<file path="config.mk">
export PLATFORM = sky130hd
export DESIGN_NAME = bira_session_ctrl
export DESIGN_NICKNAME = d
export VERILOG_FILES = /design/src/rtl/bira_session_ctrl.sv
export SDC_FILE = /design/constraint.sdc
export NUM_CORES = 1
export LEC_CHECK = 0
export ABC_AREA = 1
export BUFFER_PORTS_ARGS = -buffer_cell sky130_fd_sc_hd__clkbuf_2
export CAP_MARGIN = 20
export CORE_UTILIZATION = 50
export CTS_CLUSTER_SIZE = 14
export DETAILED_ROUTE_END_ITERATION = 8
export PLACE_DENSITY = 0.67
export SYNTH_ARGS = -nofsm -noshare
export SYNTH_HDL_FRONTEND = slang
export SYNTH_SLANG_ARGS = --single-unit
</file>
<file path="constraint.sdc">
create_clock -name clk_i -period 3.5 [get_ports clk_i]
set_input_delay 0.175 -clock clk_i [delete_from_list [all_inputs] [get_ports clk_i]]
set_output_delay 0.175 -clock clk_i [all_outputs]
set_load 0.02 [all_outputs]
</file>
<file path="src/rtl/bira_session_ctrl.sv">
// bira_session_ctrl
// Sequences a BIST/BIRA repair session over the spare-structure types selected
// in struct_mask_i, lowest index first. For each structure it drives
// spare_struct_o, pulses bira_clr_o, then bist_start_o, waits for the BIST to
// end (or aborts it), then waits for repair analysis. Solution words from BIRA
// are buffered in a show-ahead FIFO for the host.
//
// Ports
//   clk_i, rst_ni          clock, asynchronous active-low reset
//   start_i, struct_mask_i session request and structure selection
//   spare_struct_o         structure type currently driven to BIRA
//   bira_clr_o             one-cycle clear ahead of each structure
//   bist_start_o           one-cycle BIST launch
//   bist_abort_o           one-cycle BIST stop (early termination or timeout)
//   test_end_i             BIST finished
//   early_term_i           BIRA early termination (unrepairable)
//   ra_done_i, repair_i    analysis finished / repairable flag
//   sol_valid_i, solution_i solution word strobe and data
//   sol_rd_i               host pop
//   sol_dout_o, sol_empty_o, sol_count_o  FIFO head, empty, occupancy
//   busy_o, done_o         session in progress / complete (level)
//   result_o               per-structure repairable bits
//   overflow_o             sticky, a solution word was dropped
//   timeout_err_o          sticky, a BIST or analysis phase timed out
//
// state    | meaning
// IDLE     | waiting for start after reset
// SELECT   | pick lowest selected structure at or above index
// CLEAR    | bira_clr pulse for the chosen structure
// RUN_BIST | BIST running, watch early_term / test_end / timer
// WAIT_RA  | waiting for repair analysis to finish
// DONE     | session complete, start accepted again

module bira_session_ctrl #(
    parameter int SOL_DEPTH = 16,
    parameter int TIMEOUT   = 4096
) (
    input  logic                        clk_i,
    input  logic                        rst_ni,
    input  logic                        start_i,
    input  logic [3:0]                  struct_mask_i,
    output logic [1:0]                  spare_struct_o,
    output logic                        bira_clr_o,
    output logic                        bist_start_o,
    output logic                        bist_abort_o,
    input  logic                        test_end_i,
    input  logic                        early_term_i,
    input  logic                        ra_done_i,
    input  logic                        repair_i,
    input  logic                        sol_valid_i,
    input  logic [15:0]                 solution_i,
    input  logic                        sol_rd_i,
    output logic [15:0]                 sol_dout_o,
    output logic                        sol_empty_o,
    output logic [$clog2(SOL_DEPTH):0]  sol_count_o,
    output logic                        busy_o,
    output logic                        done_o,
    output logic [3:0]                  result_o,
    output logic                        overflow_o,
    output logic                        timeout_err_o
);

    localparam int PW = $clog2(SOL_DEPTH);
    localparam int CW = PW + 1;
    localparam int TW = $clog2(TIMEOUT);
    // The phase exits on the edge where the timer would reach TIMEOUT-1, so the
    // registered abort pulse appears TIMEOUT-1 cycles after bist_start.
    localparam logic [TW-1:0] T_LAST = TW'(TIMEOUT - 2);

    typedef enum logic [2:0] {
        IDLE, SELECT, CLEAR, RUN_BIST, WAIT_RA, DONE
    } state_t;

    state_t          state_q, state_d;
    logic [3:0]      mask_q, mask_d;
    logic [2:0]      index_q, index_d;
    logic [1:0]      spare_q, spare_d;
    logic [TW-1:0]   timer_q, timer_d;
    logic [3:0]      result_q, result_d;
    logic            timeout_err_q, timeout_err_d;
    logic            bira_clr_q, bira_clr_d;
    logic            bist_start_q, bist_start_d;
    logic            bist_abort_q, bist_abort_d;

    logic            start_acc;
    logic            found;
    logic [1:0]      sel;
    logic [2:0]      next_index;

    assign start_acc  = start_i && (state_q == IDLE || state_q == DONE);
    assign next_index = 3'(spare_q) + 3'd1;

    always_comb begin
        found = 1'b0;
        sel   = 2'd0;
        for (int b = 0; b < 4; b++) begin
            if (!found && mask_q[b] && (3'(b) >= index_q)) begin
                found = 1'b1;
                sel   = 2'(b);
            end
        end
    end

    always_comb begin
        state_d       = state_q;
        mask_d        = mask_q;
        index_d       = index_q;
        spare_d       = spare_q;
        timer_d       = timer_q;
        result_d      = result_q;
        timeout_err_d = timeout_err_q;
        bira_clr_d    = 1'b0;
        bist_start_d  = 1'b0;
        bist_abort_d  = 1'b0;

        case (state_q)
            IDLE, DONE: begin
                if (start_i) begin
                    result_d      = 4'd0;
                    timeout_err_d = 1'b0;
                    if (struct_mask_i != 4'd0) begin
                        mask_d  = struct_mask_i;
                        index_d = 3'd0;
                        state_d = SELECT;
                    end else begin
                        state_d = DONE;
                    end
                end
            end
            SELECT: begin
                if (found) begin
                    spare_d    = sel;
                    bira_clr_d = 1'b1;
                    state_d    = CLEAR;
                end else begin
                    state_d = DONE;
                end
            end
            CLEAR: begin
                bist_start_d = 1'b1;
                timer_d      = '0;
                state_d      = RUN_BIST;
            end
            RUN_BIST: begin
                if (early_term_i) begin
                    bist_abort_d      = 1'b1;
                    result_d[spare_q] = 1'b0;
                    index_d           = next_index;
                    state_d           = SELECT;
                end else if (test_end_i) begin
                    timer_d = '0;
                    state_d = WAIT_RA;
                end else if (timer_q == T_LAST) begin
                    bist_abort_d      = 1'b1;
                    timeout_err_d     = 1'b1;
                    result_d[spare_q] = 1'b0;
                    index_d           = next_index;
                    state_d           = SELECT;
                end else begin
                    timer_d = timer_q + TW'(1);
                end
            end
            WAIT_RA: begin
                if (ra_done_i) begin
                    result_d[spare_q] = repair_i;
                    index_d           = next_index;
                    state_d           = SELECT;
                end else if (timer_q == T_LAST) begin
                    // Advance past the stuck structure so the session still ends.
                    timeout_err_d     = 1'b1;
                    result_d[spare_q] = 1'b0;
                    index_d           = next_index;
                    state_d           = SELECT;
                end else begin
                    timer_d = timer_q + TW'(1);
                end
            end
            default: state_d = IDLE;
        endcase
    end

    always_ff @(posedge clk_i or negedge rst_ni) begin
        if (!rst_ni) begin
            state_q       <= IDLE;
            mask_q        <= 4'd0;
            index_q       <= 3'd0;
            spare_q       <= 2'd0;
            timer_q       <= '0;
            result_q      <= 4'd0;
            timeout_err_q <= 1'b0;
            bira_clr_q    <= 1'b0;
            bist_start_q  <= 1'b0;
            bist_abort_q  <= 1'b0;
        end else begin
            state_q       <= state_d;
            mask_q        <= mask_d;
            index_q       <= index_d;
            spare_q       <= spare_d;
            timer_q       <= timer_d;
            result_q      <= result_d;
            timeout_err_q <= timeout_err_d;
            bira_clr_q    <= bira_clr_d;
            bist_start_q  <= bist_start_d;
            bist_abort_q  <= bist_abort_d;
        end
    end

    // Solution FIFO
    logic [15:0]   mem_q [SOL_DEPTH];
    logic [PW-1:0] wr_ptr_q, rd_ptr_q;
    logic [CW-1:0] count_q;
    logic [15:0]   last_q;
    logic          overflow_q;
    logic          full, empty, rd_en, wr_en, drop;

    assign full  = (count_q == CW'(SOL_DEPTH));
    assign empty = (count_q == '0);
    // A start clears the FIFO; anything strobed in that same cycle is discarded.
    assign rd_en = sol_rd_i && !empty && !start_acc;
    assign wr_en = sol_valid_i && (!full || rd_en) && !start_acc;
    assign drop  = sol_valid_i && full && !rd_en && !start_acc;

    always_ff @(posedge clk_i) begin
        if (wr_en) begin
            mem_q[wr_ptr_q] <= solution_i;
        end
    end

    always_ff @(posedge clk_i or negedge rst_ni) begin
        if (!rst_ni) begin
            wr_ptr_q   <= '0;
            rd_ptr_q   <= '0;
            count_q    <= '0;
            last_q     <= 16'd0;
            overflow_q <= 1'b0;
        end else if (start_acc) begin
            wr_ptr_q   <= '0;
            rd_ptr_q   <= '0;
            count_q    <= '0;
            overflow_q <= 1'b0;
        end else begin
            if (wr_en) begin
                wr_ptr_q <= wr_ptr_q + PW'(1);
            end
            if (rd_en) begin
                rd_ptr_q <= rd_ptr_q + PW'(1);
                last_q   <= mem_q[rd_ptr_q];
            end
            if (wr_en && !rd_en) begin
                count_q <= count_q + CW'(1);
            end else if (rd_en && !wr_en) begin
                count_q <= count_q - CW'(1);
            end
            if (drop) begin
                overflow_q <= 1'b1;
            end
        end
    end

    // When empty the output holds the most recently popped word.
    assign sol_dout_o     = empty ? last_q : mem_q[rd_ptr_q];
    assign sol_empty_o    = empty;
    assign sol_count_o    = count_q;
    assign overflow_o     = overflow_q;

    assign spare_struct_o = spare_q;
    assign bira_clr_o     = bira_clr_q;
    assign bist_start_o   = bist_start_q;
    assign bist_abort_o   = bist_abort_q;
    assign busy_o         = (state_q == SELECT) || (state_q == CLEAR) ||
                            (state_q == RUN_BIST) || (state_q == WAIT_RA);
    assign done_o         = (state_q == DONE);
    assign result_o       = result_q;
    assign timeout_err_o  = timeout_err_q;

endmodule

</file>
==> results.cfg, run 1 <==
[yosys]
syn-cell-area_sq_um = 13800
syn_inst = 1318
synth_top_area_share_pct = 55.7
ys_types = 36
synth.area.top_cells = edfxtp_1, dfrtp_1, nand2_1
synth_top_area_cell = edfxtp_1
synth-seq-cells = 318
yosys_warnings = 0
syn_area_per_cell_sq_um = 10.5
synthesis.nets = 1362
seq_area_frac_synth_pct = 67.0

[final_layout]
diodes = 0
layout.nets = 1450
drive_gt1_share_pct = 13.3
fin_area_sq_um = 15800
layout.cells.non_filler = 1772
syn_to_final_growth_pct = 14.3

[global_routing]
antenna_found_initial = 0
overflow = 0
top_usage_layer = met2
met2_usage_pct = 37.1
grt_util_met3_pct = 3.78
grt_pass1_wl_mm = 50.6
track_usage_pct = 23.5
grt_pass1_vias = 9110
use_met1_pct = 33.4
grt_max_degree = 104

[sta]
maxSlewViolCount = 0
fin_crit_sh_pct = 89.8
slew_headroom_pct = 39.8
period_needed_ns = 3.14
finalHoldViolCount = 1
timing.fmax_mhz = 318
fin_skew_ns = 0.0171
worst_pin_slew_ns = 0.901
finalSetupTns_ns = 0
whs_ns = -0.00930
rsz0062_at_grt = false
setup_viol = 0

[placed_design]
dp_hpwl_mm = 20.3
gp_congestion = 0.930
place_inst = 1705
port_buffers = 63
placed_cell_area_sq_um = 14600

[outcome]
violations = negative hold slack
outcome = finished with violations

[cts]
clock_path_buffers = 3
tritoncts = done
clock-root-buffer = clkbuf_16
clk_pin_slew_ns = 0.06
clk-insertion-delay-late_ns = 0.51
cts_num_sinks = 318
postCtsHoldBufs = 5
cts_buffers = 35
ctsResizeCount = 0
post_cts_buffers = 0
htree_levels = 2

[detailed_routing]
totalWireLength_mm = 32.4
drt_first_pass_iters = 7
vias = 9673
postRouteAntennaNets = 0
drt_iter0_markers = 941
drc = 0
viasPerCell = 5.46
wl_per_cell_um = 18.3

[floorplanning]
die_h_um = 168
rows = 60
pin_count = 64
fp.coreArea_sq_um = 27000
initial_utilization_pct = 51.0
dieArea_sq_um = 28300
fp.dieW_um = 168

[worst_setup_path]
crit_top_cell = o21ai_0
arrival_ns = 2.97
crit_fanout = 43
crit_chain = buf_4 > o21ai_0 > o21ai_0 > nor2_1 > o21ai_0 > nand2_1 > nand2_1 > clkbuf_2
rrSetupSlack_ns = 1.08
r2r_cells = 10
startpoint_type = flip-flop
end_kind = output pin
criticalPathCategory = reg2out
timing.rr.end = mem_q[0][2]$_DFFE_PP_
max_stage_delay_ns = 0.61
r2r-start = state_q[0]$_DFFE_PN0P_
required_ns = 3.32
slowest_stage = dfrtp_2

[power]
p_leak_nw = 6.38
powerDensity_nw_per_um2 = 848
power.total_mw = 13.4
irDropWorstVdd_mv = 0.476

[worst_hold_path]
hold_path_end = mask_q[1]$_DFFE_PN0P_
hold_class = in2reg
holdPathStages = 3
hold_start = struct_mask_i[1]

[flow_run]
cap_viol_max_count = 0
-- synthesized netlist by cell type --
cell type	instances
clkinv_1	1
buf_2	32
o22ai_1	6
clkbuf_1	13
a21oi_1	51
inv_2	8
a22oi_1	1
nand4_2	1
edfxtp_1	256
nand2_4	2
nand2_2	7
o21ai_0	103
o211ai_1	16
o21a_1	1
nor2_4	1
nand3_2	2
nand4_1	5
nor2_2	4
buf_4	4
dfrtp_1	62
o21ai_2	1
nand3b_1	1
nor3_1	18
o21ai_1	8
buf_1	2
xor2_1	9
fa_1	1
a21boi_1	1
nor2_1	87
inv_1	91
a31oi_1	17
ha_1	14
nand3_1	84
buf_6	1
nand2_1	406
xnor2_1	1
-- cell families (layout without fill, tap and decap cells) --
group	count (synthesis)	count (layout)	synth area share [%]
flip-flops	318	318	67.0
AND/OR/NAND/NOR	618	618	18.4
AO/OA/AOI/OAI	205	205	8.02
buffers and inverters	152	265	4.59
XOR/XNOR	10	10	0.635
adder cells (fa/ha/maj)	15	15	1.41
-- worst max path at each step --
stage | depth (start not counted) | start | slack [ns] | endpoint
2_1_floorplan | 10 | sol_count_o[0]$_DFFE_PN0P_ | 0.63 | mem_q[1][0]$_DFFE_PP_
3_3_place_gp | 8 | rd_ptr_q[1]$_DFFE_PN0P_ | 0.93 | sol_dout_o[10]
3_5_place_dp | 11 | rd_ptr_q[2]$_DFFE_PN0P_ | 0.90 | sol_dout_o[11]
4_1_cts | 11 | rd_ptr_q[2]$_DFFE_PN0P_ | 0.37 | sol_dout_o[11]
5_1_grt | 8 | rd_ptr_q[1]$_DFFE_PN0P_ | 0.19 | sol_dout_o[12]
6_report | 8 | rd_ptr_q[1]$_DFFE_PN0P_ | 0.36 | sol_dout_o[10]
-- final cells by class --
| cell class | count | area (sq um) |
|---|---|---|
| repair buffers | 103 | 666 |
| flip-flops and latches | 318 | 9240 |
| multi-input cells | 848 | 3990 |
| clock buffers | 43 | 916 |
| inverters | 100 | 375 |
| fillers | 2245 | 11300 |
| clock inverters | 19 | 153 |
| well taps | 341 | 427 |
-- layer usage --
metal,up-vias,part of all wire [%],wire [um]
met4,0,2.2,727
li1,4664,-,-
met3,54,7.1,2290
met5,-,0,0
met2,337,45,14700
met1,4618,45,14700
-- registers in the layout, indices dropped and copies added, names as in the netlist --
signal	count
index_q	3
bira_clr_o	1
wr_ptr_q	4
result_o	4
overflow_o	1
mask_q	4
rd_ptr_q	4
state_q	3
mem_q	256
timeout_err_o	1
spare_struct_o	2
sol_count_o	5
bist_abort_o	1
timer_q	12
bist_start_o	1
last_q	16
-- per-stage QoR --
step                      utilization, %  worst slack (ns)
after CTS                           58.3             0.367
after global placement              54.2             0.931
final                               58.3             0.355
after floorplan                        -             0.631
after detailed placement            54.2             0.904
after global routing                58.3             0.192
-- cells in the final DEF, fill, tap and decap left out, drive strengths merged --
cell and count:
nand4 6, a21oi 51, a31oi 17, a21boi 1, o21a 1, fa 1, xnor2 1, nand2 415
bufinv 2, buf 36, nand3b 1, nor2 92, edfxtp 256, nor3 18, dlygate4sd3 5, dfrtp 62
o21ai 112, a22oi 1, o211ai 16, clkinvlp 1, nand3 86, clkbuf 105, o22ai 6, inv 100
ha 14, xor2 9, clkinv 16
-- power by group --
| part | internal [mW] | switching (mW) |
|---|---|---|
| registers | 4.57 | 0.280 |
| clock network | 2.01 | 1.41 |
| logic | 1.48 | 3.62 |
-- worst max-delay path, delay by kind of cell (launching register included) --
family	cells	cell delay (ns)
AO/OA/AOI/OAI	3	0.89
buffers and inverters	2	0.67
flip-flops	1	0.61
AND/OR/NAND/NOR	3	0.28
(Power assumes the default switching activity.)
==> inputs of run 2 (changes only) <==
Settings changed: PLACE_DENSITY 0.67 to 0.64.
==> run 2 against run 1 <==
Net effect: the flow now finishes without violations; clock skew increased by 0.0029 ns; count of clock-buffer cells in the layout unchanged; hold slack gained 0.035 ns; sequential power is essentially flat; clock power is essentially flat; final cell count barely moved; sequential cell count unchanged; wire length increased by 0.73%; sequential share of layout area shrank 0.12 points.
==> results.cfg, run 2 (same netlist as run 1, synthesis figures left out) <==
[sta]
worst_pin_slew_ns = 1.05
setup_viol = 0
finalSetupTns_ns = 0
maxSlewViolCount = 0
fin_crit_sh_pct = 90.0
period_needed_ns = 3.15
slew_headroom_pct = 30.0
timing.fmax_mhz = 318
rsz0062_at_grt = false
finalHoldViolCount = 0
fin_skew_ns = 0.0200

[global_routing]
overflow = 0
track_usage_pct = 23.7
grt_pass1_vias = 9177
grt_pass1_wl_mm = 50.9
grt_max_degree = 65
antenna_found_initial = 0

[worst_hold_path]
hold_class = in2reg

[cts]
cts_buffers = 34
clock_path_buffers = 3
clk_pin_slew_ns = 0.06
clock-root-buffer = clkbuf_16
clk-insertion-delay-late_ns = 0.51
htree_levels = 2
ctsResizeCount = 0
tritoncts = done
cts_num_sinks = 318

[worst_setup_path]
end_kind = output pin
crit_chain = inv_2 > buf_12 > nor2_1 > o21ai_0 > nor2_1 > o21ai_0 > nand2_1 > nand2_1 > clkbuf_2
max_stage_delay_ns = 0.64
arrival_ns = 2.97
crit_fanout = 38
slowest_stage = dfrtp_4
criticalPathCategory = reg2out
startpoint_type = flip-flop
required_ns = 3.32

[final_layout]
layout.cells.non_filler = 1771
syn_to_final_growth_pct = 14.5
largest_register_ffs = 256
fin_util_pct = 58.5
drive_gt1_share_pct = 13.3
diodes = 0
layout.nets = 1450
final_common_cell = nand2_1
largest_registers = mem_q x256, last_q x16, timer_q x12
max_flop_register = mem_q
final_cell_mix = nand2_1, edfxtp_1, o21ai_0, inv_1, nand3_1

[floorplanning]
dieArea_sq_um = 28300
fp.dieW_um = 168
rows = 60
initial_utilization_pct = 51.0
die_h_um = 168
pin_count = 64
fp.coreArea_sq_um = 27000

[power]
irDropWorstVdd_mv = 0.414
powerDensity_nw_per_um2 = 846
p_leak_nw = 6.39
power.total_mw = 13.4

[detailed_routing]
wl_per_cell_um = 18.4
drt_first_pass_iters = 5
totalWireLength_mm = 32.7
drc = 0
vias = 9657
viasPerCell = 5.45
drt_iter0_markers = 702
postRouteAntennaNets = 0

[placed_design]
dp_hpwl_mm = 20.7
place_inst = 1704
port_buffers = 63
gp_congestion = 0.899

[outcome]
outcome = complete, no violations

[flow_run]
cap_viol_max_count = 0
==> run 2: final cells by class <==
cell class | instances | area [sq um]
Inverter | 100 | 375
Multi-Input combinational cell | 848 | 3990
Fill cell | 2268 | 11200
Tap cell | 341 | 427
Timing Repair Buffer | 104 | 701
Sequential cell | 318 | 9240
Clock buffer | 43 | 926
Clock inverter | 17 | 133
==> run 2: final timing paths <==
| path | endpoint | cells past startpoint | startpoint | slack (ns) |
|---|---|---|---|---|
| max in group asynchronous | spare_struct_o[1]$_DFFE_PN0P_ | 3 | rst_ni | 2.86 |
| worst min register to register | result_o[3]$_DFFE_PN0P_ | 2 | result_o[3]$_DFFE_PN0P_ | 0.47 |
| min in group asynchronous | timer_q[10]$_DFFE_PN0P_ | 2 | rst_ni | 0.10 |
| worst max register to register | mem_q[0][1]$_DFFE_PP_ | 7 | state_q[0]$_DFFE_PN0P_ | 0.74 |
| worst min-delay path | overflow_o$_DFFE_PN0P_ | 3 | sol_valid_i | 0.03 |
| worst max-delay path | sol_dout_o[12] | 9 | rd_ptr_q[0]$_DFFE_PN0P_ | 0.35 |
==> run 2: metrics by stage <==
stage	hold slack [ns]	worst slack, ns	cell area (sq um)
2_1_floorplan	-0.121	0.631	13800
3_3_place_gp	0.414	0.785	14700
3_5_place_dp	0.428	0.703	14700
4_1_cts	0.0136	0.385	15800
5_1_grt	0.0529	0.173	15800
6_report	0.0257	0.352	15800
==> run 2: metal layers <==
layer  track usage, %  routed length (um)  vias up
met1             33.0               14700     4685
li1                 -                   -     4657
met4             6.80                 711        0
met2             39.2               15600      260
met5                0                   0        -
met3             3.13                1650       55
==> run 2: report_power, final <==
part           internal, mW  leakage, nW  switching (mW)
clock                  2.02        0.520            1.42
sequential             4.57         3.11           0.314
combinational          1.47         2.76            3.58
total                  8.05         6.39            5.31
==> run 2: what timing repair did <==
action / in CTS / in global routing
hold buffers: 6 / 0
endpoints found under the hold margin: 52 / 0
buffers inserted: 0 / 0
==> run 2: worst max-delay path, delay by kind of cell, from the launching register on <==
| kind | cells | cell delay [ns] |
|---|---|---|
| and+or+nand+nor | 4 | 0.32 |
| AOI/OAI and AO/OA | 2 | 0.73 |
| buffers and inverters | 3 | 0.74 |
| DFF | 1 | 0.64 |
